===== config.mk =====
export PLATFORM = sky130hd
export DESIGN_NAME = ray_fetch
export DESIGN_NICKNAME = d
export VERILOG_FILES = /design/src/rtl/rtp_pkg.sv /design/src/rtl/ray_fetch_fifo.sv /design/src/rtl/ray_fetch.sv
export SDC_FILE = /design/constraint.sdc
export NUM_CORES = 1
export LEC_CHECK = 0
export ABC_CLOCK_PERIOD_IN_PS = 34800
export CORE_AREA = 8 8 339 341
export DETAILED_ROUTE_END_ITERATION = 12
export DIE_AREA = 0 0 347 349
export PLACE_DENSITY = 0.6
export SYNTH_ARGS = -nofsm -noshare
export SYNTH_HDL_FRONTEND = slang
export SYNTH_SLANG_ARGS = --single-unit

===== constraint.sdc =====
create_clock -name clock -period 34.8 [get_ports clock]
set_input_delay 5.22 -clock clock [delete_from_list [all_inputs] [get_ports clock]]
set_output_delay 5.22 -clock clock [all_outputs]
set_load 0.01 [all_outputs]

===== src/rtl/rtp_pkg.sv =====
// Shared types and constants for the ray-data fetch path.
// Holds the default widths, the ray field index map (field 0 in the LSBs),
// the packed ray record and the fetch controller state encoding.
package rtp_pkg;

  localparam int unsigned RAY_ADDR_W = 10;
  localparam int unsigned RAY_DATA_W = 32;
  localparam int unsigned NFIELD     = 13;

  localparam int unsigned FLD_ORIGX = 0;
  localparam int unsigned FLD_ORIGY = 1;
  localparam int unsigned FLD_ORIGZ = 2;
  localparam int unsigned FLD_DIRX  = 3;
  localparam int unsigned FLD_DIRY  = 4;
  localparam int unsigned FLD_DIRZ  = 5;
  localparam int unsigned FLD_HITT  = 6;
  localparam int unsigned FLD_IDIRX = 7;
  localparam int unsigned FLD_IDIRY = 8;
  localparam int unsigned FLD_IDIRZ = 9;
  localparam int unsigned FLD_OODX  = 10;
  localparam int unsigned FLD_OODY  = 11;
  localparam int unsigned FLD_OODZ  = 12;

  // Declared MSB-first so that origx lands in the least significant word.
  typedef struct packed {
    logic [RAY_DATA_W-1:0] oodz;
    logic [RAY_DATA_W-1:0] oody;
    logic [RAY_DATA_W-1:0] oodx;
    logic [RAY_DATA_W-1:0] idirz;
    logic [RAY_DATA_W-1:0] idiry;
    logic [RAY_DATA_W-1:0] idirx;
    logic [RAY_DATA_W-1:0] hitt;
    logic [RAY_DATA_W-1:0] dirz;
    logic [RAY_DATA_W-1:0] diry;
    logic [RAY_DATA_W-1:0] dirx;
    logic [RAY_DATA_W-1:0] origz;
    logic [RAY_DATA_W-1:0] origy;
    logic [RAY_DATA_W-1:0] origx;
  } ray_t;

  typedef enum logic [1:0] {
    IDLE  = 2'd0,
    FETCH = 2'd1,
    DRAIN = 2'd2,
    DONE  = 2'd3
  } fetch_state_t;

endpackage


===== src/rtl/ray_fetch_fifo.sv =====
// Two-entry output buffer for fetched ray records.
// Ports: clock, reset (sync, active-low), push/push_data write side,
// pop (caller guarantees non-empty), head = oldest entry, count = occupancy.
// Push and pop in the same cycle are both honoured.
module ray_fetch_fifo #(
  parameter int unsigned WIDTH = 8
) (
  input  logic             clock,
  input  logic             reset,
  input  logic             push,
  input  logic [WIDTH-1:0] push_data,
  input  logic             pop,
  output logic [WIDTH-1:0] head,
  output logic [1:0]       count
);

  logic [WIDTH-1:0] mem_q [2];
  logic             wr_ptr_q;
  logic             rd_ptr_q;
  logic [1:0]       count_q;
  logic             do_push;
  logic             do_pop;

  assign do_pop  = pop && (count_q != 2'd0);
  assign do_push = push && ((count_q != 2'd2) || do_pop);

  // Storage, pointers and occupancy.
  always_ff @(posedge clock) begin
    if (!reset) begin
      mem_q[0] <= '0;
      mem_q[1] <= '0;
      wr_ptr_q <= 1'b0;
      rd_ptr_q <= 1'b0;
      count_q  <= 2'd0;
    end else begin
      if (do_push) begin
        mem_q[wr_ptr_q] <= push_data;
        wr_ptr_q        <= ~wr_ptr_q;
      end
      if (do_pop) begin
        rd_ptr_q <= ~rd_ptr_q;
      end
      count_q <= count_q + 2'(do_push) - 2'(do_pop);
    end
  end

  assign head  = mem_q[rd_ptr_q];
  assign count = count_q;

endmodule


===== src/rtl/ray_fetch.sv =====
// Sequential reader for the ray-data RAMs.
// A start pulse latches base/count; rays base..base+count-1 (wrapping) are
// read over the shared RAM port and streamed out on a valid/ready interface.
// Ports: clock, reset (sync, active-low); io_start/io_base/io_count command;
// io_busy/io_done status; io_ram_rdEn/rdAddr/rdData RAM read port (1-cycle
// latency); io_ray_valid/ready/data/id output stream.
module ray_fetch #(
  parameter int unsigned ADDR_W = rtp_pkg::RAY_ADDR_W,
  parameter int unsigned DATA_W = rtp_pkg::RAY_DATA_W,
  parameter int unsigned NFIELD = rtp_pkg::NFIELD
) (
  input  logic                     clock,
  input  logic                     reset,
  input  logic                     io_start,
  input  logic [ADDR_W-1:0]        io_base,
  input  logic [ADDR_W:0]          io_count,
  output logic                     io_busy,
  output logic                     io_done,
  output logic                     io_ram_rdEn,
  output logic [ADDR_W-1:0]        io_ram_rdAddr,
  input  logic [NFIELD*DATA_W-1:0] io_ram_rdData,
  output logic                     io_ray_valid,
  input  logic                     io_ray_ready,
  output logic [NFIELD*DATA_W-1:0] io_ray_data,
  output logic [ADDR_W-1:0]        io_ray_id
);

  import rtp_pkg::*;

  localparam int unsigned CNT_W = ADDR_W + 1;
  localparam int unsigned RAY_W = NFIELD * DATA_W;
  localparam int unsigned ENT_W = RAY_W + ADDR_W;

  fetch_state_t      state_q;
  fetch_state_t      state_d;
  logic [ADDR_W-1:0] base_q;
  logic [CNT_W-1:0]  count_q;
  logic [CNT_W-1:0]  issued_q;
  logic [CNT_W-1:0]  accepted_q;
  logic              pend_q;
  logic [ADDR_W-1:0] pend_addr_q;
  logic              rd_en_c;
  logic [ADDR_W-1:0] rd_addr_c;
  logic              pop_c;
  logic              credit_c;
  logic              last_pop_c;
  logic [1:0]        occ;
  logic [ENT_W-1:0]  head;

  assign pop_c      = (occ != 2'd0) && io_ray_ready;
  // Buffered + in-flight rays must stay below two after this cycle's pop.
  assign credit_c   = (3'(occ) + 3'(pend_q)) < (3'd2 + 3'(pop_c));
  assign last_pop_c = (accepted_q + CNT_W'(pop_c)) == count_q;
  assign rd_addr_c  = rd_en_c ? ADDR_W'(base_q + issued_q[ADDR_W-1:0]) : '0;

  // Next-state and read issue.
  always_comb begin
    state_d = state_q;
    rd_en_c = 1'b0;
    case (state_q)
      // A zero-length request still spends one busy cycle before done.
      IDLE:  if (io_start) state_d = (io_count == '0) ? DRAIN : FETCH;
      FETCH: begin
        if (issued_q == count_q) state_d = DRAIN;
        else if (credit_c)       rd_en_c = 1'b1;
      end
      DRAIN: if (last_pop_c) state_d = DONE;
      DONE:  state_d = IDLE;
      default: state_d = IDLE;
    endcase
  end

  // State, command latch, progress counters and read-latency tracking.
  always_ff @(posedge clock) begin
    if (!reset) begin
      state_q     <= IDLE;
      base_q      <= '0;
      count_q     <= '0;
      issued_q    <= '0;
      accepted_q  <= '0;
      pend_q      <= 1'b0;
      pend_addr_q <= '0;
    end else begin
      state_q     <= state_d;
      pend_q      <= rd_en_c;
      pend_addr_q <= rd_addr_c;
      if ((state_q == IDLE) && io_start) begin
        base_q     <= io_base;
        count_q    <= io_count;
        issued_q   <= '0;
        accepted_q <= '0;
      end else begin
        if (rd_en_c) issued_q   <= issued_q + CNT_W'(1);
        if (pop_c)   accepted_q <= accepted_q + CNT_W'(1);
      end
    end
  end

  ray_fetch_fifo #(
    .WIDTH(ENT_W)
  ) u_fifo (
    .clock    (clock),
    .reset    (reset),
    .push     (pend_q),
    .push_data({pend_addr_q, io_ram_rdData}),
    .pop      (pop_c),
    .head     (head),
    .count    (occ)
  );

  assign io_busy       = (state_q == FETCH) || (state_q == DRAIN);
  assign io_done       = (state_q == DONE);
  assign io_ram_rdEn   = rd_en_c;
  assign io_ram_rdAddr = rd_addr_c;
  assign io_ray_valid  = (occ != 2'd0);
  assign io_ray_id     = head[ENT_W-1:RAY_W];
  assign io_ray_data   = head[RAY_W-1:0];

endmodule


### Yosys cells after proc, flatten, opt, wreduce, memory -nomap -nowiden

Memory sizes are Yosys's and may differ from the RTL's. A register that Yosys moved wholly into a read port is not among the register bits.
Cells that the tools add are included.

* order comparisons: 1
* bitwise logic cells: 3
* $add $sub $neg: 8
* reductions and logical operators: 12
* equality and inequality tests: 9
* mux-type cells: 18

Operator list (count)
* 426-bit 2-to-1 mux: 1
* 426-bit OR reduction: 1
* 11-bit by 1-bit adder with 11-bit output, second input constant: 2
* 11-bit equality test: 2
* 11-bit by 1-bit adder with 11-bit output: 1
* 11-bit zero test: 1
* 1-bit 2-to-1 mux: 11
* 10-bit adder: 1
* 10-bit 2-to-1 mux: 1
* 2-bit 2-to-1 mux: 4
* 2-bit != test, second input constant: 4
* 2-bit case mux with 4 select lines: 1
* 2-bit equality test, second input constant: 2
* 1-bit logical AND: 4
* 2-bit by 1-bit adder with 3-bit output: 1
* 2-bit by 1-bit adder with 3-bit output, first input constant: 1
* 3-bit < comparator: 1
* 1-bit NOT: 3
* 3-bit AND reduction: 1
* 2-bit by 1-bit adder with 2-bit output: 1
* 2-bit by 1-bit equality test with 1-bit output, second input constant: 1
* 2-bit zero test: 1
* 1-bit logical OR: 2
* 2-bit nonzero test: 1
* other kinds (2): 2

* bits in writable memories: 852
* memories: 1
* register bits: 60
* output and inout bits: 440

Memories
* u_fifo.mem_q: words 2, bits a word 426, rd ports 1, clocked after memory_dff 1, write ports 2, RTL line ray_fetch_fifo.sv:17 `logic [WIDTH-1:0] mem_q [2];`

### Logic depth before layout (Yosys ltp)

* depth in word-level cells: 10
* mapped depth: 11
* gate-level depth less buffers: 11

### Hierarchy

From an unflattened synthesis, not the netlist that was laid out.

* cell total of the unflattened synthesis: 2676
* area total of the unflattened synthesis: 39887.0 um2

Modules (own cells, without submodules)
* ray_fetch_fifo: cells an instance 2297, area each 36721.5 um2, sequential area each 25684.6 um2, times used 1
* ray_fetch: cells an instance 379, area each 3165.5 um2, sequential area each 1121.1 um2, times used 1

### Worst setup path before layout

OpenSTA, ideal clock, no wires.

* path type: input to register
* start point: in io_ray_ready
* end point: mem u_fifo.mem_q[0][0] in the netlist's numbering (enable)
* data arrival time: 34.950 ns
* stages: 2
* slack: -1.954 ns
* path through: o31ai_1 -> o21ai_0

RTL lines
* start: declaration: RTL line ray_fetch.sv:23 `input logic io_ray_ready,`
* end: declaration: RTL line ray_fetch_fifo.sv:17

### Final worst setup path

* start point: in io_ray_ready
* end point: out io_ram_rdEn

* word-level cells in the longest chain between the ends: 6

RTL lines
* 1-bit logical AND: RTL line ray_fetch.sv:50 `assign pop_c = (occ != 2'd0) && io_ray_ready;`
* 2-bit by 1-bit adder with 3-bit output: RTL line ray_fetch.sv:52 `assign credit_c = (3'(occ) + 3'(pend_q)) < (3'd2 + 3'(pop_c));`
* 3-bit < comparator: RTL line ray_fetch.sv:52
* 1-bit 2-to-1 mux: RTL line ray_fetch.sv:65 `else if (credit_c) rd_en_c = 1'b1;`
* 1-bit 2-to-1 mux: RTL line ray_fetch.sv:64 `if (issued_q == count_q) state_d = DRAIN;`
* 1-bit 2-to-1 mux: RTL line ray_fetch.sv:60 `case (state_q)`
* end: declaration: RTL line ray_fetch.sv:19 `output logic io_ram_rdEn,`

No other way between the ends.

==> impl_results.md <==
* Avg Inst Size Synth at between 10 and 15 sq um
* Largest net degree at the start of global routing at approximately 180
* CTS tree: yes
* Startpoint Class: input port
* CTS clk-pin slew, worst paths at around 0.06 ns
* Die width at 347 um
* Top_reg_cell synth: edfxtp_1
* Grt total ovfl at 0
* First-pass GRT wire length at 162000 um
* Drc violations at 0
* Crit path max fanout at 24
* Commonest non-fill, non-tap cell in the layout: clkdlybuf4s50_1
* Fmax at 79.9 MHz
* H-tree Lvls at 3
* Layout cells sized above 1 at between 10% and 20%
* DP HPWL at 76000 um
* Sequential fraction of the synthesis area at 67.8%
* Worst VDD drop at 0.0000434 V
* Drt first-iter violations at 1385
* Top cells by area, synth: edfxtp_1 65%, and2_1 14%, mux2_2 12%, dfxtp_1 3.1%, clkbuf_1 1.3%
* Vias in the first global route at 24200
* Rel. slew slack at 28.4%
* Post-route ant nets at 0
* GPL Wtd Cong at slightly below 0.8
* CTS Buf Count at ~100
* Status: finished clean
* DR WL/cell at 22.3 um
* Clock skew at around 0.032 ns
* Final-stage net count at 3986
* Worst EP required at 29.58 ns
* Final hold violations at 0
* Share of the synthesized area in the top cell type at 64.7%
* Biggest area consumer among synthesized cells: edfxtp_1
* Synth Instances at 2670
* # rows at 122
* Max cap viols at 0
* Flop and latch count out of synthesis at 913
* RSZ-0062 raised after global routing: false
* Final WS setup at 22.29 ns
* DRT Wirelength at 113000 um
* Post-cts resize count at 0
* CP endpoint kind: primary output
* DR pass1 iterations at 5
* Static Leak at 19.5 nW
* Area added between synthesis and finish at 33.7%
* # port buffers at 880
* PD cells at 63.0 nW/um^2
* Unique masters post-synth at 55
* Total GRT Usage at roughly 18%
* Fill cells at 9646
* Clock Path Buffers at 3
* WP data arrival at roughly 7.3 ns
* Initial antenna violation count at 36
* Final Cycle Share at 36.0%
* HP Class: flip-flop to flip-flop
* I/O Pins at 881
* Setup total negative slack at 0 ns
* Warnings from Yosys at 0
* Die area at 121000 sq um
* Net Count, Synth at about 3100
* Place WS at roughly 22 ns
* Clock sinks at 913
* WS Path Type: input port to primary output
* Final setup vio count at 0
* Worst-skew pair later-pin latency at 0.67 ns
* Core Region at 110000 sq um
* Detailed-route via count at 23900
* Most frequent cells in the layout: 880 x clkdlybuf4s50_1, 855 x and2_1, 852 x edfxtp_1, 426 x mux2_2, 102 x clkbuf_16
* Post-cts hold buffer count at 0
* Setup bufs post-CTS at 0
* Tightest Pin Transition at ~1.1 ns
* Clock root cell: clkbuf_16
* Cell Area, Synth at about 40000 sq um
* Vias per inst at 4.73
* Chip Height at approximately 350 um
* Post-synth EDFFs at 852
* Slew Viols, Final at 0
* Asr flop ratio synth at 0%
* Post-route minimum period at 12.51 ns
* Starting density of the core at 36.1%
## cells by family (layout without fill, tap and decap cells)
group / Yosys count / in the layout / share of synthesized area, %
AND/OR/NAND/NOR: 1016 / 1016 / 15.4
flip-flops: 913 / 913 / 67.8
multiplexers: 426 / 426 / 12.1
buffers and inverters: 176 / 1107 / 1.72
AO/OA/AOI/OAI: 64 / 64 / 1.00
XOR/XNOR: 52 / 52 / 1.19
adder cells (fa/ha/maj): 23 / 23 / 0.747
other: 0 / 28 / 0
## stage by stage
stage	util [%]	cell area [sq um]	hold WS, ns	power (mW)	instances
after floorplan	-	39500	0.441	1.92	2670
after global placement	45.4	49800	0.453	2.39	4845
after detailed placement	45.4	49800	0.455	2.39	4845
after CTS	48.2	52800	0.463	3.38	5027
after global routing	48.2	52800	0.475	3.46	5048
final	48.2	52800	0.461	3.33	5055
## flip-flops by register name, indices dropped and copies added (netlist names), named ones only
name and cells:
accepted_q 11, base_q 10, count_q 11, issued_q 11
pend_addr_q 10, pend_q 1, state_q 2, u_fifo.count 2
u_fifo.mem_q 852, u_fifo.rd_ptr_q 1, u_fifo.wr_ptr_q 1
## synthesized netlist by cell type, drive strengths merged (2+ instances only)
master   instances
and2           856
edfxtp         852
mux2           426
clkbuf         141
dfxtp           61
nand2           58
nor2            50
a21oi           33
xnor2           27
xor2            24
ha              22
inv             19
buf             16
nand3           13
o21ai           11
nor3             8
nor4             6
a21o             4
and3             4
nand4            4
or3              4
nand2b           2
nor2b            2
o2111ai          2
o21bai           2
o31a             2
or2              2
or4              2
## report_power, final
| part | internal [mW] | switching (mW) | total (mW) |
|---|---|---|---|
| logic | 0.520 | 0.468 | 0.988 |
| clock network | 0.545 | 0.430 | 0.975 |
| registers | 1.33 | 0.0377 | 1.36 |
| total | 2.39 | 0.936 | 3.33 |
## critical path, cell delays in order
cell	delay, ns
clkdlybuf4s50_1	0.48
o21ai_1	0.20
o21ai_0	0.26
nand4b_1	0.14
buf_4	0.25
inv_1	0.17
clkdlybuf4s50_1	0.57
## final cells by class
class / instances / area (sq um) / share of cell area, %
flip-flops and latches: 913 / 26800 / 50.7
multi-input cells: 1581 / 12100 / 22.8
repair buffers: 906 / 9050 / 17.1
clock buffers: 133 / 2700 / 5.11
well taps: 1426 / 1780 / 3.38
clock inverters: 49 / 297 / 0.561
inverters: 19 / 71.3 / 0.135
diodes: 28 / 70.1 / 0.133
## metal layers
metal	part of all wire, %	global-route usage [%]	vias to the layer above
met3	8.0	6.26	179
met2	50	29.8	715
met1	38	20.3	11800
met4	3.4	7.94	16
met5	0.097	0	-
li1	-	-	11200
## path summary, 6_finish.rpt
kind,slack [ns],depth (start not counted),to,start
worst max-delay path,22.29,7,io_ram_rdEn,io_ray_ready
worst min-delay path,0.46,2,base_q[4],base_q[4]
worst max register to register,29.66,8,u_fifo.mem_q[1][38],u_fifo.count[1]
worst min register to register,0.46,2,base_q[4],base_q[4]
Power figures use the tool's default switching activity.
==> variant, RTL diff (same settings) <==
Take the reset off `pend_addr_q` and load it in a clocked block of its own.
--- a/src/rtl/ray_fetch.sv
+++ b/src/rtl/ray_fetch.sv
@@ -81,3 +81,2 @@
       pend_q      <= 1'b0;
-      pend_addr_q <= '0;
     end else begin
@@ -85,3 +84,2 @@
       pend_q      <= rd_en_c;
-      pend_addr_q <= rd_addr_c;
       if ((state_q == IDLE) && io_start) begin
@@ -96,2 +94,6 @@
     end
+  end
+
+  always_ff @(posedge clock) begin
+    pend_addr_q <= rd_addr_c;
   end
Formal check against the unedited RTL: no difference found for any inputs over 4 cycles, from zero or initial values and one cycle with reset low; that may be too few to reach the edited logic, so the function may still have changed.
==> variant against the original RTL <==
Final area grew 0.24%; wire length grew 0.58%; power rose by 3.0%; area after synthesis is essentially flat; critical endpoint is now io_ram_rdAddr[0]; setup slack lost 0.25 ns; sequential share of layout area shrank 0.12 points; register-to-register slack improved by 0.89 ns; sequential cell count unchanged.
==> variant: results (changes against the original RTL) <==
Critical path
  • R2r worst-path depth: 6 (-2)
  • Maximum fanout along the worst path: 16 (-33%)
  • CP endpoint: io_ram_rdAddr[0]
  • Reg2reg setup slack: 30.55 ns (+0.89 ns)
  • CP arrival: 7.55 ns (+0.26 ns)
  • CP max stage delay: 0.48 ns (-0.09 ns)
  • R2R Path End: u_fifo.mem_q[1][375]

Detailed routing
  • Drt wl/cell: 22.5 um (+0.92%)
  • DRT Pass-1 Iters: 7 (+2)
  • Iter 0 DRT Violations: 1408 (+1.7%)
  • Met3 WL: 9950 um (+10%)
  • Met1 WL: 41700 um (-3.7%)
  • Via/cell ratio: 4.72 (-0.31%)
  • Metal2 WL: 57300 um (+1.3%)

Final layout
  • Share of layout cells above drive strength 1: 0.169 (+0.00431)
  • Final nets: 3974 (-0.30%)
  • Fillers: 9710 (+0.66%)

Global route
  • Global route hottest layer: met2
  • GR Util met1: 0.193 (-0.00950)
  • Largest net degree at the start of global routing: 206 (+14%)
  • Total track usage: 0.179 (+0.00164)
  • Vias in the first global route: 24300 (+0.60%)
  • GR Layer Usage met3: 0.0692 (+0.00659)
  • Global-route wire length before repair: 162000 um (+0.15%)
  • M2 GR Usage: 0.308 (+0.00925)

STA
  • Slew HR: 0.281 (-0.00315)
  • Max Clock Skew: 0.0169 ns (-0.0149 ns)

Clock network
  • CTS Buf Count: 102 (+0.99%)

Power and ir drop
  • Max IR drop VDD: 0.0355 mV (-18%)
  • Power Total: 0.00343 W (+3.0%)
  • Sequential share of power: 0.407 (-0.003)

Outcome
  • Run status: complete, no violations

Logic synthesis
  • Syn nets: 3123 (-0.35%)
  • Post-synthesis xor/xnor area fraction: 0.0113 (-0.000564)
  • Synth Area in Compound Gates: 0.00982 (-0.000185)
  • Post-synthesis mux area share: 0.122 (+0.000826)
  • Share of the yosys chip area belonging to registers: 0.679 (about the same)
  • Synth top cells by count: and2_1 (856), edfxtp_1 (852), mux2_2 (426), clkbuf_1 (148), nand2_1 (62)

Worst hold path
  • Hold_sp: base_q[7]
## variant: per-stage QoR
stage                util  instances  area (um2)  worst slack, ns
finish              0.483       5038       53000            22.03
global route        0.483       5031       53000            21.80
CTS                 0.483       5018       52900            22.04
detailed placement  0.454       4832       49700            22.05
global placement    0.454       4832       49700            22.03
floorplan               -       2659       39500             9.43
## variant: worst min path at each step
stage / endpoint / slack (ns)
floorplan: base_q[0] / 0.44
global placement: base_q[7] / 0.45
detailed placement: base_q[8] / 0.45
CTS: base_q[8] / 0.46
global route: base_q[8] / 0.48
finish: base_q[7] / 0.47
## variant: area by class of cell
type / count / area share
Clock buffer: 135 / 0.0517
Inverter: 13 / 0.000921
Sequential cell: 913 / 0.506
Clock inverter: 51 / 0.00836
Antenna cell: 20 / 0.000945
Timing Repair Buffer: 904 / 0.171
Tap cell: 1426 / 0.0337
Multi-Input combinational cell: 1576 / 0.228
